===== src/rtl/sequential_divider.sv =====
// Multi-cycle unsigned restoring divider with a START/BUSY/DONE handshake.
// Each clock performs one shift/subtract-compare step and yields one quotient bit.
module sequential_divider #(
    parameter int WIDTH = 4
) (
    input  logic             CLK,
    input  logic             RST,
    input  logic             START,
    input  logic [WIDTH-1:0] A,
    input  logic [WIDTH-1:0] B,
    output logic [WIDTH-1:0] Q,
    output logic [WIDTH-1:0] R,
    output logic             BUSY,
    output logic             DONE,
    output logic             DIV_ZERO
);

    localparam int CW = $clog2(WIDTH + 1);

    typedef enum logic [1:0] {
        ST_IDLE = 2'd0,
        ST_RUN  = 2'd1,
        ST_DONE = 2'd2
    } state_t;

    state_t           state_r;
    state_t           state_next_s;
    logic [WIDTH-1:0] dvd_r;
    logic [WIDTH-1:0] dvs_r;
    logic [WIDTH-1:0] rem_r;
    logic [CW-1:0]    cnt_r;

    logic             accept_s;
    logic             last_s;
    logic             zero_div_s;
    logic [WIDTH:0]   shifted_s;
    logic [WIDTH:0]   trial_s;
    logic             trial_ok_s;
    logic [WIDTH-1:0] rem_next_s;
    logic [WIDTH-1:0] dvd_next_s;

    assign zero_div_s = (B == {WIDTH{1'b0}});
    assign last_s     = (cnt_r == CW'(WIDTH - 1));

    // One restoring step; the partial remainder is held in WIDTH bits because
    // it is always below the divisor, the extra bit only exists in the trial.
    always_comb begin
        shifted_s  = {rem_r, dvd_r[WIDTH-1]};
        trial_s    = shifted_s - {1'b0, dvs_r};
        trial_ok_s = ~trial_s[WIDTH];
        if (trial_ok_s) begin
            rem_next_s = trial_s[WIDTH-1:0];
        end else begin
            rem_next_s = shifted_s[WIDTH-1:0];
        end
        dvd_next_s = {dvd_r[WIDTH-2:0], trial_ok_s};
    end

    // State register.
    always_ff @(posedge CLK or posedge RST) begin
        if (RST) begin
            state_r <= ST_IDLE;
        end else begin
            state_r <= state_next_s;
        end
    end

    // Next-state logic; IDLE and DONE both accept a new request.
    always_comb begin
        state_next_s = state_r;
        accept_s     = 1'b0;
        case (state_r)
            ST_IDLE, ST_DONE: begin
                if (START) begin
                    accept_s     = 1'b1;
                    state_next_s = zero_div_s ? ST_DONE : ST_RUN;
                end else begin
                    state_next_s = ST_IDLE;
                end
            end
            ST_RUN: begin
                if (last_s) begin
                    state_next_s = ST_DONE;
                end else begin
                    state_next_s = ST_RUN;
                end
            end
            default: begin
                state_next_s = ST_IDLE;
            end
        endcase
    end

    // Working registers and registered results.
    always_ff @(posedge CLK or posedge RST) begin
        if (RST) begin
            dvd_r    <= {WIDTH{1'b0}};
            dvs_r    <= {WIDTH{1'b0}};
            rem_r    <= {WIDTH{1'b0}};
            cnt_r    <= {CW{1'b0}};
            Q        <= {WIDTH{1'b0}};
            R        <= {WIDTH{1'b0}};
            BUSY     <= 1'b0;
            DONE     <= 1'b0;
            DIV_ZERO <= 1'b0;
        end else if (accept_s) begin
            dvd_r <= A;
            dvs_r <= B;
            rem_r <= {WIDTH{1'b0}};
            cnt_r <= {CW{1'b0}};
            if (zero_div_s) begin
                Q        <= {WIDTH{1'b1}};
                R        <= A;
                DIV_ZERO <= 1'b1;
                DONE     <= 1'b1;
                BUSY     <= 1'b0;
            end else begin
                DONE <= 1'b0;
                BUSY <= 1'b1;
            end
        end else if (state_r == ST_RUN) begin
            dvd_r <= dvd_next_s;
            rem_r <= rem_next_s;
            cnt_r <= cnt_r + {{(CW-1){1'b0}}, 1'b1};
            if (last_s) begin
                Q        <= dvd_next_s;
                R        <= rem_next_s;
                DIV_ZERO <= 1'b0;
                DONE     <= 1'b1;
                BUSY     <= 1'b0;
            end else begin
                DONE <= 1'b0;
            end
        end else begin
            DONE <= 1'b0;
        end
    end

endmodule


===== config.mk =====
export PLATFORM = sky130hd
export DESIGN_NAME = sequential_divider
export DESIGN_NICKNAME = d
export VERILOG_FILES = /design/src/rtl/sequential_divider.sv
export SDC_FILE = /design/constraint.sdc
export NUM_CORES = 1
export LEC_CHECK = 0
export CORE_ASPECT_RATIO = 1.5
export CORE_UTILIZATION = 57
export DETAILED_ROUTE_END_ITERATION = 10
export HOLD_SLACK_MARGIN = 0.02
export PLACE_DENSITY_LB_ADDON = 0.05
export REMOVE_ABC_BUFFERS = 1
export SLEW_MARGIN = 20
export SYNTH_ARGS = -nofsm -noshare
export SYNTH_HDL_FRONTEND = slang
export SYNTH_SLANG_ARGS = --single-unit
export TNS_END_PERCENT = 1

===== constraint.sdc =====
create_clock -name CLK -period 3.7 [get_ports CLK]
set_input_delay 0.37 -clock CLK [delete_from_list [all_inputs] [get_ports CLK]]
set_output_delay 0.37 -clock CLK [all_outputs]
set_load 0.1 [all_outputs]

---- Word-level counts from Yosys, hierarchy flattened ----
Cells that the tools add are included.
word-level totals
  output and inout bits ................... 11
  word-level logic and storage cells ...... 55
  flip-flop bits (word level) ............. 28
  input bits .............................. 11
cells by class
  reductions and logical operators ........ 7
  add/subtract/negate cells ............... 2
  equality and inequality tests ........... 4
  bitwise operators ....................... 1
  muxes and demuxes ....................... 31
operator list
  kind                                                  count
  2-to-1 mux 4 bit                                      13
  2-to-1 mux 1 bit                                      12
  2-to-1 mux 2 bit                                      3
  2-to-1 mux 3 bit                                      2
  subtractor 5 x 4 -> 5 bit                             1
  logical NOT 4 bit                                     1
  case mux 2 bit (2 select lines)                       1
  nonzero test 2 bit                                    2
  adder 3 x 1 -> 3 bit (second input constant)          1
  equality test 3 x 2 -> 1 bit (second input constant)  1
  AND reduction 3 bit                                   1
  equality test 2 x 1 -> 1 bit (second input constant)  1
  equality test 2 bit (second input constant)           1
  logical NOT 2 bit                                     1
  != test 2 x 1 -> 1 bit (second input constant)        1
  AND reduction 2 bit                                   1
  OR reduction 2 bit                                    1
  NOT 1 bit                                             1

---- Depth between registers and ports, before layout ----
Gate-level depths: netlist (run 1).
  depth after elaboration ................. 5
  mapped depth ............................ 8
  gate-level depth less buffers ........... 8

---- Worst setup path after synthesis (run 1) ----
OpenSTA, ideal clock, no wires.
  path type ............................... register to register
  from .................................... reg dvd_r[3]
  to ...................................... reg rem_r[2]
  setup time .............................. 128 ps
  setup slack ............................. 1726 ps
  arrival ................................. 1846 ps
  stages on the path, launching flop included .. 9
  data required time ...................... 3572 ps
  buffers on the path ..................... 0
  cell sequence ........................... dfrtp_1 -> inv_1 -> ha_1 -> fa_1 -> nand2b_2 -> o2bb2ai_4 -> xnor2_4 -> mux2i_1 -> o31ai_2
on the way
  word-level cells in the longest chain between the ends .. 4
RTL lines
  what                       line  RTL
  from (decl)                28    logic [WIDTH-1:0] dvd_r;
  from (signal assigned)     97    dvd_r <= {WIDTH{1'b0}};
  from (signal assigned)     122   dvd_r <= dvd_next_s;
  subtractor 5 x 4 -> 5 bit  49    trial_s = shifted_s - {1'b0, dvs_r};
  2-to-1 mux 4 bit           51    if (trial_ok_s) begin
  2-to-1 mux 4 bit           121   end else if (state_r == ST_RUN) begin
  2-to-1 mux 4 bit           106   end else if (accept_s) begin
  to (signal assigned)       99    rem_r <= {WIDTH{1'b0}};
  to (signal assigned)       109   rem_r <= {WIDTH{1'b0}};
  to (signal assigned)       123   rem_r <= rem_next_s;
  to (decl)                  30    logic [WIDTH-1:0] rem_r;
Every way passes these cells. The select of a mux whose other input is x is not followed.
A chain may end at the register's enable or synchronous reset.

---- Worst setup path after layout (run 1) ----
  from .................................... reg R[1]
  to ...................................... out R[1]
RTL lines
  what                    line  RTL
  from (decl)             12    output logic [WIDTH-1:0] R,
  from (signal assigned)  102   R <= {WIDTH{1'b0}};
  from (signal assigned)  127   R <= rem_next_s;
No word-level cell between the ends.

==> metrics, run 1 <==
status=finished with violations; violated checks=DRC; RSZ-0062 raised after global routing=no; Final Net Count=195; clk_skew=0.0118 ns; largest net degree at the start of global routing=29; setup violators final=0; post-layout min period=2.23 ns; Total Wirelength=3.03 mm; RD Place Congestion=0.811; starting density of the core=61.1%; H-tree depth=1; Die ar.=2870 um^2; Root Driver=clkbuf_4; Non-Filler Instances=199; DP HPWL=2.30 mm; critical path, cell by cell=clkdlybuf4s50_1; ant diodes=0; slowest stage cell, crit path=clkdlybuf4s50_1; Vias/cell=5.93; Netlist cell types=35; Resize count post-CTS=0; Post-route DRC=1; Cells after Synth=157; max-cap violations=0; hold buffer count at cts=0; Synth Register Bits=28; # rows=22; Reg-to-Reg End=rem_r[2]; Post-CTS Setup Bufs=0; Crit Path Category=reg2out; Post-synth EDFFs=0; Worst path depth=1; commonest non-fill, non-tap cell in the layout=dfrtp_1; Bufs on Longest Clock Path=2; gr ovfl total=0; Worst slew margin=34.7%; most frequent cells in the layout=dfrtp_1 (28), nand2_1 (24), clkdlybuf4s50_1 (21), nor2_1 (13); Crit path buffers/inverters=1; Core Box Area=2480 um^2; ratio of cells with drive above 1 in the final layout=8.00%; I/O pin total=22; Routed Antenna Nets=0; post-route setup TNS=0 ns; R2R setup slack=1.51 ns; Crit path largest cell delay=1.13 ns; Synth Flop Type=dfrtp_1; CP Launch Type=flip-flop; Final period util=60.2%; Crit Path Max Fanout=2; initial DRC count=28; fraction of registers with async set/reset=100%; Syn. warnings=0; syn_area_per_cell=9.64 um^2; family with the most delay on the worst path=buffers and inverters; synthesized cell area=1510 um^2; crit path DAT=1.86 ns; initial antenna violation count=0; Worst Max-Slew Pin Slew=0.976 ns; R2R depth=8; highest achievable clock rate=0.449 GHz; post-synthesis sequential area ratio=46.3%; CTS tree=done; RR Startpoint=dvd_r[3]; die height=65.1 um; Hold Fails Final Rpt=0; Vias=1181; Buffers on Ports=21; clk sinks=28; min-delay worst type=in2async; fin. max-slew vios=0; drt wl/cell=15.2 um; CP endpoint kind=primary output; Cells after DPL=196; Req. time, crit path=3.33 ns; CTS clk-pin slew, worst paths=0.15 ns; GRT Total Usage=24.5%; Worst-Skew Late Latency=0.33 ns; number of global-route vias before repair=1175; CTS Buf Count=3; first-pass GRT wire length=5.21 mm; die width=44.1 um; DRT Pass-1 Iters=9; Layout area overhead=14.6%
==> synth_stat cells, types with 3 or more instances <==
cell | instances | share of area [%]
o21ai_0 | 11 | 3.6
nand3_1 | 10 | 3.3
mux2i_1 | 3 | 2.0
ha_1 | 6 | 5.0
nor2_1 | 13 | 3.2
buf_2 | 3 | 0.99
inv_1 | 9 | 2.2
a21oi_1 | 11 | 3.6
dfrtp_1 | 28 | 46
a41oi_1 | 3 | 1.7
a21o_1 | 4 | 2.0
nor3_1 | 5 | 1.7
nand2_1 | 24 | 6.0
==> metal layers <==
metal  vias to the layer above  wire, um  global-route usage (%)
met5                         -         0                       0
met4                         0        44                    9.47
met3                         5       124                    3.57
met2                        31      1640                    42.5
met1                       568      1220                    29.8
li1                        577         -                       -
==> how the worst max path moves through the flow <==
stage	endpoint	slack, ns	start
2_1_floorplan	rem_r[2]	1.71	dvd_r[3]
3_3_place_gp	R[3]	1.36	START
3_5_place_dp	R[1]	1.24	START
4_1_cts	R[1]	1.47	R[1]
5_1_grt	R[3]	1.37	dvd_r[3]
6_report	R[1]	1.47	R[1]
==> metrics by stage <==
stage | utilization, % | hold WS [ns] | setup slack [ns] | area, um^2
2_1_floorplan | - | 0.424 | 1.71 | 1470
3_3_place_gp | 69.1 | 0.459 | 1.36 | 1710
3_5_place_dp | 69.1 | 0.464 | 1.24 | 1710
4_1_cts | 70.0 | 0.482 | 1.47 | 1730
5_1_grt | 70.0 | 0.459 | 1.37 | 1730
6_report | 70.0 | 0.401 | 1.47 | 1730
==> registers in the layout (all words and copies together), names as in the netlist <==
register,flops
BUSY,1
rem_r,4
DONE,1
R,4
state_r,2
DIV_ZERO,1
cnt_r,3
dvd_r,4
Q,4
dvs_r,4
==> final cells by class <==
type	instances	area, um^2
fill	197	743
inverter	9	33.8
sequential	28	701
timing repair buffer	21	210
multi-input combinational	114	737
clock buffer	3	22.5
tap	24	30.0
==> logic make-up (layout without fill, tap and decap cells) <==
group | after synthesis | in the layout | share of synthesized area [%]
multiplexers | 3 | 3 | 1.99
flip-flops | 28 | 28 | 46.3
buffers and inverters | 15 | 33 | 4.96
AND/OR/NAND/NOR | 65 | 65 | 21.3
XOR/XNOR | 3 | 3 | 2.98
AO/OA/AOI/OAI | 36 | 36 | 16.2
adder cells (fa/ha/maj) | 7 | 7 | 6.29
Power of run 1 is left out: the tool's default activity adds up to more than one toggle a clock period on the data nets, which glitch-free logic cannot reach.
==> run 2, diff against run 1 <==
--- a/config.mk
+++ b/config.mk
@@ -6,7 +6,7 @@
 export NUM_CORES = 1
 export LEC_CHECK = 0
 export CORE_ASPECT_RATIO = 1.5
-export CORE_UTILIZATION = 57
+export CORE_UTILIZATION = 48
 export DETAILED_ROUTE_END_ITERATION = 10
 export HOLD_SLACK_MARGIN = 0.02
 export PLACE_DENSITY_LB_ADDON = 0.05
==> constraint.sdc (replaced) <==
create_clock -name CLK -period 1.8 [get_ports CLK]
set_input_delay 0.18 -clock CLK [delete_from_list [all_inputs] [get_ports CLK]]
set_output_delay 0.18 -clock CLK [all_outputs]
set_load 0.1 [all_outputs]
==> metrics, run 2 (synthesis results as in run 1) <==
setup violators final=10 (was 0); Bufs on Longest Clock Path=2 (unchanged); Layout area overhead=28.6% (was 14.6%); Worst-Skew Late Latency=0.28 ns (was 0.33 ns); post-route worst setup slack=-0.116 ns (was 1.47 ns); die width=47.8 um (was 44.1 um); R2R setup slack=-0.12 ns (was 1.51 ns); Crit path largest cell delay=0.42 ns (was 1.13 ns); RSZ-0062 raised after global routing=yes (was no); violated checks=setup timing (was DRC); # rows=24 (was 22); min-delay worst type=in2async (unchanged); Req. time, crit path=1.96 ns (was 3.33 ns); DP HPWL=2.66 mm (was 2.30 mm); status=finished with violations (unchanged); drt wl/cell=15.5 um (was 15.2 um); R2R depth=7 (was 8); hold_ws=0.267 ns (was 0.401 ns); clk_skew=0.00180 ns (was 0.0118 ns); GRT Total Usage=24.3% (was 24.5%); max-cap violations=0 (unchanged); Die ar.=3380 um^2 (was 2870 um^2); Core Box Area=2940 um^2 (was 2480 um^2); post-layout min period=1.92 ns; Routed Antenna Nets=0 (unchanged); largest net degree at the start of global routing=29 (unchanged); Vias=1251 (was 1181); CTS Buf Count=3 (unchanged); H-tree depth=1 (unchanged); commonest non-fill, non-tap cell in the layout=dfrtp_1 (unchanged); gr ovfl total=0 (unchanged); DRT Pass-1 Iters=4 (was 9); CP endpoint kind=flip-flop (was primary output); die height=70.8 um (was 65.1 um); crit path DAT=2.08 ns (was 1.86 ns); first-pass GRT wire length=5.90 mm (was 5.21 mm); Worst Max-Slew Pin Slew=0.473 ns (was 0.976 ns); CTS clk-pin slew, worst paths=0.09 ns (was 0.15 ns); Crit Path Max Fanout=4 (was 2); Vias/cell=5.46 (was 5.93); Hold Fails Final Rpt=0 (unchanged); initial antenna violation count=0 (unchanged); clk sinks=28 (unchanged); most frequent cells in the layout=dfrtp_1 (28), nand2_1 (24), buf_4 (23), nor2_1 (13) (was dfrtp_1 (28), nand2_1 (24), clkdlybuf4s50_1 (21), nor2_1 (13)); Reg-to-Reg End=rem_r[2] (unchanged); critical path, cell by cell=ha_4 > fa_2 > nand2b_4 > o2bb2ai_4 > xnor2_4 > mux2i_2 > o31ai_2 (was clkdlybuf4s50_1); ratio of cells with drive above 1 in the final layout=25.8% (was 8.00%); I/O pin total=22 (unchanged); Total Wirelength=3.56 mm (was 3.03 mm); fin. max-slew vios=0 (unchanged); RR Startpoint=dvs_r[0] (was dvd_r[3]); ant diodes=0 (unchanged); CTS tree=done (unchanged); Worst slew margin=68.5% (was 34.7%); Post-route DRC=0 (was 1); starting density of the core=51.4% (was 61.1%); Crit Path Category=reg2reg (was reg2out); number of global-route vias before repair=1311 (was 1175); Final Net Count=209 (was 195); Root Driver=clkbuf_8 (was clkbuf_4); Buffers on Ports=21 (unchanged); slowest stage cell, crit path=dfrtp_1 (was clkdlybuf4s50_1); Filler Cell Count=260 (was 197); highest achievable clock rate=0.522 GHz; Final period util=106%; initial DRC count=21 (was 28); RD Place Congestion=0.788 (was 0.811); CP Launch Type=flip-flop (unchanged)
==> run 2: worst max-delay path: cells and delay by family, from the launching register on <==
| kind | cells | cell delay, ns |
|---|---|---|
| compound gates | 2 | 0.23 |
| xor+xnor | 1 | 0.21 |
| fa+ha+maj | 2 | 0.53 |
| flops | 1 | 0.42 |
| mux | 1 | 0.24 |
| simple gates | 1 | 0.16 |
==> run 2: worst max path at each step <==
stage	to	slack, ns	depth (start not counted)	startpoint
after floorplan	rem_r[2]	-0.19	8	dvd_r[3]
after global placement	R[0]	-0.17	7	dvs_r[0]
after detailed placement	rem_r[2]	-0.27	8	dvd_r[3]
after CTS	rem_r[2]	-0.13	7	dvs_r[0]
after global routing	rem_r[2]	-0.18	7	dvs_r[0]
final	rem_r[2]	-0.12	7	dvs_r[0]
==> run 2: layer usage <==
layer	track usage (%)	part of all wire [%]	up-vias
met5	0	0	-
met4	10.8	2.4	0
met3	3.32	1.9	8
met2	41.3	55	21
met1	28.5	41	615
li1	-	-	607
==> run 2: layout make-up <==
type,count,area [um^2],share of cell area (%)
clock buffer,4,55.1,2.83
inverter,9,33.8,1.74
multi-input combinational,114,795,40.8
sequential,28,701,36.0
tap,39,48.8,2.51
timing repair buffer,35,313,16.1
==> run 2: what timing repair did <==
item                       CTS  global route
pin swaps                    4             7
setup buffers                2             0
setup endpoints to repair   10            10
gates resized for setup      9             5
hold buffers                 0             0
==> run 2: stage by stage <==
stage	TNS (ns)	area (um^2)	worst slack (ns)	cells	util, %
2_1_floorplan	-0.549	1470	-0.189	151	-
3_5_place_dp	-1.87	1820	-0.269	223	61.8
5_1_grt	-1.19	1950	-0.179	229	66.1
3_3_place_gp	-1.16	1820	-0.175	223	61.8
4_1_cts	-0.768	1910	-0.129	229	65.0
6_report	-0.621	1950	-0.116	229	66.1
Power of run 2 is left out for the same reason.
==> run 3, diff against run 2 <==
--- a/config.mk
+++ b/config.mk
@@ -6,6 +6,7 @@
 export NUM_CORES = 1
 export LEC_CHECK = 0
 export CORE_ASPECT_RATIO = 1.5
+export CORE_MARGIN = 2
 export CORE_UTILIZATION = 48
 export DETAILED_ROUTE_END_ITERATION = 10
 export HOLD_SLACK_MARGIN = 0.02
==> metrics, run 3 (synthesis results as in run 1) <==
initial DRC count=34 (was 21); setup violators final=7 (was 10); Total Wirelength=3.47 mm (was 3.56 mm); CP Launch Type=flip-flop (unchanged); launch point of the worst path=dvs_r[0] (unchanged); number of global-route vias before repair=1250 (was 1311); largest net degree at the start of global routing=29 (unchanged); Vias=1235 (was 1251); R2R depth=8 (was 7); Worst slew margin=69.8% (was 68.5%); crit path DAT=2.09 ns (was 2.08 ns); R2R setup slack=-0.06 ns (was -0.12 ns); Cells after DPL=230 (was 223); status=finished with violations (unchanged); gr ovfl total=0 (unchanged); Crit Path Category=reg2reg (unchanged); H-tree depth=1 (unchanged); drt wl/cell=14.8 um (was 15.5 um); Routed Antenna Nets=0 (unchanged); Final Net Count=214 (was 209); utilization after layout=64.7% (was 66.1%); post-route setup TNS=-0.341 ns (was -0.621 ns); most frequent cells in the layout=dfrtp_1 (28), buf_4 (28), nand2_1 (24), nor2_1 (12) (was dfrtp_1 (28), nand2_1 (24), buf_4 (23), nor2_1 (13)); clk_skew=0.00788 ns (was 0.00180 ns); Worst Max-Slew Pin Slew=0.453 ns (was 0.473 ns); Core Box Area=3070 um^2 (was 2940 um^2); first-pass GRT wire length=5.95 mm (was 5.90 mm); Hold Fails Final Rpt=0 (unchanged); Non-Filler Instances=235 (was 229); clk sinks=28 (unchanged); Die ar.=3630 um^2 (was 3380 um^2); max-cap violations=0 (unchanged); Final period util=104% (was 106%); fin area=1980 um^2 (was 1950 um^2); CTS clk-pin slew, worst paths=0.10 ns (was 0.09 ns); fin. max-slew vios=0 (unchanged); Bufs on Longest Clock Path=2 (unchanged); Layout area overhead=31.1% (was 28.6%); placed cell areas=1850 um^2 (was 1820 um^2); Worst-Skew Late Latency=0.28 ns (about the same); RD Place Congestion=0.834 (was 0.788); Vias/cell=5.26 (was 5.46); I/O pin total=22 (unchanged); ratio of cells with drive above 1 in the final layout=27.2% (was 25.8%); hold buffer count at cts=0 (unchanged); starting density of the core=49.3% (was 51.4%); initial antenna violation count=0 (unchanged); Root Driver=clkbuf_8 (unchanged); die width=49.8 um (was 47.8 um); DRT Pass-1 Iters=4 (unchanged); Crit Path Max Fanout=5 (was 4); Reg-to-Reg End=rem_r[0] (was rem_r[2]); Req. time, crit path=2.03 ns (was 1.96 ns); CTS tree=done (unchanged); violated checks=setup timing (unchanged); # rows=25 (was 24); CP endpoint=rem_r[0] (was rem_r[2]); die height=72.8 um (was 70.8 um); CTS Buf Count=3 (unchanged); post-layout min period=1.86 ns (was 1.92 ns); RR Startpoint=dvs_r[0] (unchanged); RSZ-0062 raised after global routing=yes (unchanged); highest achievable clock rate=0.536 GHz (was 0.522 GHz); DP HPWL=2.64 mm (was 2.66 mm); post-route worst setup slack=-0.0643 ns (was -0.116 ns); ant diodes=0 (unchanged); Buffers on Ports=21 (unchanged); CP endpoint kind=flip-flop (unchanged); Post-route DRC=0 (unchanged); GRT Total Usage=21.9% (was 24.3%); min-delay worst type=in2async (unchanged)
[run 3: cell count changes in the layout (fill, tap and decap cells not counted), sizes merged]
cell / change
buf: +5
bufinv: +1
clkbuf: -1
[run 3: area by class of cell]
type	instances	area (um^2)
fill	271	1080
clock buffer	3	41.3
clock inverter	1	30.0
sequential	28	701
tap	40	50.0
multi-input combinational	114	786
inverter	9	33.8
timing repair buffer	40	342
[run 3: repair_timing]
item / CTS / global route
buffers inserted: 1 / 0
gates resized for setup: 8 / 5
setup endpoints to repair: 10 / 10
pin swaps: 5 / 2
[run 3: stage by stage]
stage	hold slack [ns]	setup slack, ns
4_1_cts	0.273	-0.0853
3_3_place_gp	0.437	-0.160
3_5_place_dp	0.458	-0.193
2_1_floorplan	0.245	-0.189
5_1_grt	0.303	-0.156
6_report	0.267	-0.0643
[run 3: worst min-delay path by stage]
stage                          start          to  cells after the start
after floorplan                  RST        BUSY                      1
after global placement    state_r[1]  state_r[0]                      1
after detailed placement  state_r[1]  state_r[0]                      1
after CTS                        RST        Q[3]                      3
after global routing             RST    rem_r[0]                      3
final                            RST    rem_r[0]                      3
[run 3: metal layers]
layer  vias to the layer above  global-route usage (%)  part of all wire [%]
li1                        616                       -                     -
met1                       586                    28.5                    41
met2                        29                    37.6                    54
met3                         4                    2.66                   3.5
met4                         0                    7.41                   1.2
met5                         -                       0                     0
[run 3: worst max-delay path, stage by stage, from the launching register on]
cell	delay, ns
dfrtp_1	0.42
ha_4	0.18
fa_2	0.33
nand2b_4	0.15
o2bb2ai_4	0.17
buf_4	0.16
a21o_1	0.18
a21oi_2	0.13
a21o_1	0.09
Power of run 3 is left out for the same reason.
